File: config.mk
export PLATFORM = sky130hd
export DESIGN_NAME = serial_operand_loader
export DESIGN_NICKNAME = d
export VERILOG_FILES = /design/src/rtl/serial_operand_loader_pkg.sv /design/src/rtl/serial_operand_loader_shift_reg.sv /design/src/rtl/serial_operand_loader.sv
export SDC_FILE = /design/constraint.sdc
export NUM_CORES = 1
export LEC_CHECK = 0
export BUFFER_PORTS_ARGS = -buffer_cell sky130_fd_sc_hd__buf_2
export CAP_MARGIN = 40
export CORE_MARGIN = 3
export CORE_UTILIZATION = 50
export DETAILED_ROUTE_END_ITERATION = 6
export PLACE_DENSITY = 0.76
export SLEW_MARGIN = 10
export SYNTH_ARGS = -nofsm -noshare
export SYNTH_HDL_FRONTEND = slang
export SYNTH_HIERARCHICAL = 1
export SYNTH_SLANG_ARGS = --single-unit
File: constraint.sdc
create_clock -name clk -period 1.8 [get_ports clk]
set_clock_uncertainty 0.15 [all_clocks]
set_input_delay 0.36 -clock clk [delete_from_list [all_inputs] [get_ports clk]]
set_output_delay 0.36 -clock clk [all_outputs]
set_load 0.1 [all_outputs]
File: src/rtl/serial_operand_loader_pkg.sv
// Shared definitions for the serial operand loader and the adder it feeds.
// Holds the FSM state encoding and the default operand width.
package serial_operand_loader_pkg;

    localparam int DEFAULT_WIDTH = 3;

    typedef enum logic [1:0] {
        IDLE    = 2'd0,
        LOAD_A  = 2'd1,
        LOAD_B  = 2'd2,
        PRESENT = 2'd3
    } state_t;

    // Bit-counter width; never narrower than one bit so WIDTH=1 still works.
    function automatic int cnt_width(input int width);
        return (width > 1) ? $clog2(width) : 1;
    endfunction

endpackage

File: src/rtl/serial_operand_loader_shift_reg.sv
// Purpose: WIDTH-bit register written one indexed bit at a time, with a synchronous clear.
// Latency: a loaded bit appears on dat one cycle after load_en.
// Backpressure: none; the caller gates load_en.
module serial_shift_reg #(
    parameter int WIDTH = 3,
    parameter int CNT_W = 2
) (
    input  logic             clk,
    input  logic             rst_n,
    input  logic             clr,
    input  logic             load_en,
    input  logic [CNT_W-1:0] bit_idx,
    input  logic             bit_in,
    output logic [WIDTH-1:0] dat
);

    always_ff @(posedge clk or negedge rst_n) begin
        if (!rst_n) begin
            dat <= '0;
        end else if (clr) begin
            dat <= '0;
        end else if (load_en) begin
            dat[bit_idx] <= bit_in;
        end
    end

endmodule

File: src/rtl/serial_operand_loader.sv
// Purpose: shift operands A then B in LSB first from a bit stream, present them to the adder, capture its result.
// Latency: with sin_valid held high, op_valid rises 2*WIDTH cycles after start; sum_valid pulses the cycle after op_ready.
// Backpressure: sin_valid=0 stalls loading; op_ready=0 holds PRESENT indefinitely with operands frozen.
module serial_operand_loader
    import serial_operand_loader_pkg::*;
#(
    parameter int WIDTH = DEFAULT_WIDTH
) (
    input  logic             clk,
    input  logic             rst_n,
    input  logic             start,
    input  logic             sin_valid,
    input  logic             sdata,
    output logic             busy,
    output logic [WIDTH-1:0] a_out,
    output logic [WIDTH-1:0] b_out,
    output logic             op_valid,
    input  logic             op_ready,
    input  logic [WIDTH:0]   sum_in,
    output logic [WIDTH:0]   sum_out,
    output logic             sum_valid
);

    localparam int CNT_W = cnt_width(WIDTH);
    localparam logic [CNT_W-1:0] LAST_IDX = CNT_W'(WIDTH - 1);

    state_t           state, state_nxt;
    logic [CNT_W-1:0] cnt, cnt_nxt;
    logic             op_clr;
    logic             a_ld;
    logic             b_ld;
    logic             capture;

    always_comb begin
        state_nxt = state;
        cnt_nxt   = cnt;
        op_clr    = 1'b0;
        a_ld      = 1'b0;
        b_ld      = 1'b0;
        capture   = 1'b0;
        case (state)
            IDLE: begin
                // The start cycle never consumes a stream bit.
                if (start) begin
                    op_clr    = 1'b1;
                    cnt_nxt   = '0;
                    state_nxt = LOAD_A;
                end
            end
            LOAD_A: begin
                if (sin_valid) begin
                    a_ld = 1'b1;
                    if (cnt == LAST_IDX) begin
                        cnt_nxt   = '0;
                        state_nxt = LOAD_B;
                    end else begin
                        cnt_nxt = cnt + 1'b1;
                    end
                end
            end
            LOAD_B: begin
                if (sin_valid) begin
                    b_ld = 1'b1;
                    if (cnt == LAST_IDX) begin
                        cnt_nxt   = '0;
                        state_nxt = PRESENT;
                    end else begin
                        cnt_nxt = cnt + 1'b1;
                    end
                end
            end
            PRESENT: begin
                if (op_ready) begin
                    capture   = 1'b1;
                    state_nxt = IDLE;
                end
            end
            default: begin
                state_nxt = IDLE;
                cnt_nxt   = '0;
            end
        endcase
    end

    always_ff @(posedge clk or negedge rst_n) begin
        if (!rst_n) begin
            state <= IDLE;
            cnt   <= '0;
        end else begin
            state <= state_nxt;
            cnt   <= cnt_nxt;
        end
    end

    // Status flags are registered from the next state so they line up with the state register.
    always_ff @(posedge clk or negedge rst_n) begin
        if (!rst_n) begin
            busy      <= 1'b0;
            op_valid  <= 1'b0;
            sum_valid <= 1'b0;
            sum_out   <= '0;
        end else begin
            busy      <= (state_nxt != IDLE);
            op_valid  <= (state_nxt == PRESENT);
            sum_valid <= capture;
            if (capture) begin
                sum_out <= sum_in;
            end
        end
    end

    serial_shift_reg #(
        .WIDTH (WIDTH),
        .CNT_W (CNT_W)
    ) u_shift_a (
        .clk     (clk),
        .rst_n   (rst_n),
        .clr     (op_clr),
        .load_en (a_ld),
        .bit_idx (cnt),
        .bit_in  (sdata),
        .dat     (a_out)
    );

    serial_shift_reg #(
        .WIDTH (WIDTH),
        .CNT_W (CNT_W)
    ) u_shift_b (
        .clk     (clk),
        .rst_n   (rst_n),
        .clr     (op_clr),
        .load_en (b_ld),
        .bit_idx (cnt),
        .bit_in  (sdata),
        .dat     (b_out)
    );

endmodule

==> qor.csv <==
metric;value;unit
Core ar.;1580;sq um
Fill cells;118;
Post-Route WL;1590;microns
Slew HR;67.6;%
Post-Syn Area;882;sq um
multi-input logic area;477;sq um
reg2reg setup slack;0.03;ns
Synth area leader;dfrtp_1;
Clock Root Buffer;clkbuf_4;
worst hold slack;0.144;ns
H-tree depth;1;
post-route ant nets;0;
Total Routing Usage GR;16.5;%
via count;648;
Die X-Extent;48;microns
# DRC;0;
slew at the pin closest to its max-slew limit;0.489;ns
Setup crit end kind;register;
DR pass1 iterations;3;
drt initial violations;6;
Initial Utilization;56.0;%
highest clock rate;566;MHz
Setup crit start kind;register;
Max-Cap Viols;0;
worst skew pair latency;0.29;ns
outcome;finished clean;
CTS Sinks;17;
Req. time, crit path;1.84;ns
Hold/Removal Path Class;in -> reg;
Slew Limit Fails;0;
fraction of layout cells with a size suffix above 1;45.3;%
Final min period;1.77;ns
critical path class;reg -> reg;
crit-path max FO;4;
Rows;14;
GPL Wtd Cong;0.710;
Final period util;98.1;%
post-layout net count;122;
Inserted Clock Buffers;3;
number of inserted diodes;0;
YS warnings;6;
Seq/Total Area, Yosys;48.2;%
flip-flop and latch area;425;sq um
Buf/Inv on CP;0;
Final Hold Fails;0;
Crit-path slowest cell;dfrtp_1;
number of global-route vias before repair;609;
clk slew on worst S/H paths;0.11;ns
cell family with most CP delay;simple AND/OR/NAND/NOR gates;
Total Die Area;2300;sq um
synth unique cells;24;
Synth top area share;48.2;%
Finished Layout Cells;122;
synthesized flop and latch total;17;
WP data arrival;1.80;ns
Synthesized Nets;90;
CP peak stage delay;0.45;ns
mean area per synthesized cell;11.8;sq um
wire per inst;13.0;microns
largest net degree at the start of global routing;18;
clock buffer depth;2;
# placed instances;115;
chip height;48;microns
P&R area growth vs syn;27.2;%
CP Cell Sequence;ha_2, nor2b_1, o31ai_1, nand3_2, or2_1;
initial antenna violation count;0;
post-DR vias/cell;5.31;
PortBufs;22;
Setup-failing EPs final;0;
CTS tree;built;
Synth Instances;75;
I/O pins;23;
top post-synthesis cells by area;dfrtp_1 (48%), mux2i_1 (7.9%), ha_1 (7.1%), nand2b_1 (5.7%), mux2_2 (5.1%);
Post-DP HPWL;1150;microns
global route overflow;0;
global-route wire length before repair;2610;microns
[metrics by stage]
step	TNS, ns	worst slack [ns]	util, %	cell area (sq um)
global route	-0.0329	-0.0271	71.2	1120
detailed placement	-0.00155	-0.00155	65.2	1030
global placement	0	0.0677	65.2	1030
floorplan	0	0.142	-	882
CTS	0	0.0310	68.6	1080
finish	0	0.0339	71.2	1120
[kinds of logic after synthesis]
logic type                 Yosys count  share of synthesized area, %
DFF                                 17                          48.2
buffers and inverters                6                          2.55
muxes                               11                          13.0
AOI/OAI and AO/OA                    8                          7.09
and+or+nand+nor                     28                          22.0
adders and majority gates            5                          7.09
[metal layers]
| metal | share of wire, % | vias to the layer above | track usage, % |
|---|---|---|---|
| met4 | 0 | 0 | 3.23 |
| met1 | 47 | 306 | 21.9 |
| met2 | 48 | 17 | 26.9 |
| li1 | - | 325 | - |
| met5 | 0 | - | 0 |
| met3 | 5.1 | 0 | 4.51 |
[layout make-up]
class                      count  area share (%)
timing repair buffer          27            13.4
multi-input combinational     52            42.5
clock inverter                 1           0.446
inverter                       6            2.01
sequential                    17            37.9
clock buffer                   3            2.01
tap                           16            1.78
[placed cells by master (no fill, tap or decap), types with 3 or more instances in the layout]
master	count
and2_2	3
nand2b_1	8
dfrtp_1	17
inv_1	4
buf_4	4
nand3b_1	4
mux2i_1	7
buf_2	22
mux2_2	4
nand2_1	3
clkbuf_4	3
[Yosys cell counts, drive strengths merged]
cell,n
o41ai,1
nor2b,1
o21ai,2
nand3,3
o211ai,1
nand2,3
dfrtp,17
a21boi,1
o31ai,1
nand2b,8
mux2i,7
nor3b,2
ha,5
inv,6
and2,4
nand3b,4
mux2,4
a22oi,1
a221oi,1
or2,1
and4bb,1
nor2,1
[repair_timing]
action,in CTS,in global routing
setup endpoints to repair,2,4
hold buffers,1,0
pin swaps,0,3
setup buffers,1,1
hold endpoints to repair,17,0
resized for setup,2,7
[worst reg2reg max path: stages, from the launching register on]
cell,delay [ns]
dfrtp_1,0.45
ha_2,0.24
nor2b_1,0.16
o31ai_1,0.30
nand3_2,0.14
or2_1,0.22
[sequential cells by signal, summed over array words and instances, names as in the netlist]
name,count
sum_out,4
u_shift_a/dat,3
u_shift_b/dat,3
cnt,2
state,2
busy,1
op_valid,1
sum_valid,1
[path summary, 6_finish.rpt]
path                            start                to  cells after the start
setup / recovery             state[0]              busy                      5
hold / removal              sum_in[2]        sum_out[2]                      2
setup reg to reg             state[0]              busy                      5
hold reg to reg            sum_out[2]        sum_out[2]                      1
max in group asynchronous       rst_n  u_shift_b/dat[1]                      2
min in group asynchronous       rst_n  u_shift_a/dat[0]                      2
Power is not shown: default switching activity piles up to over one toggle a cycle in this logic, so the estimate is an artifact.
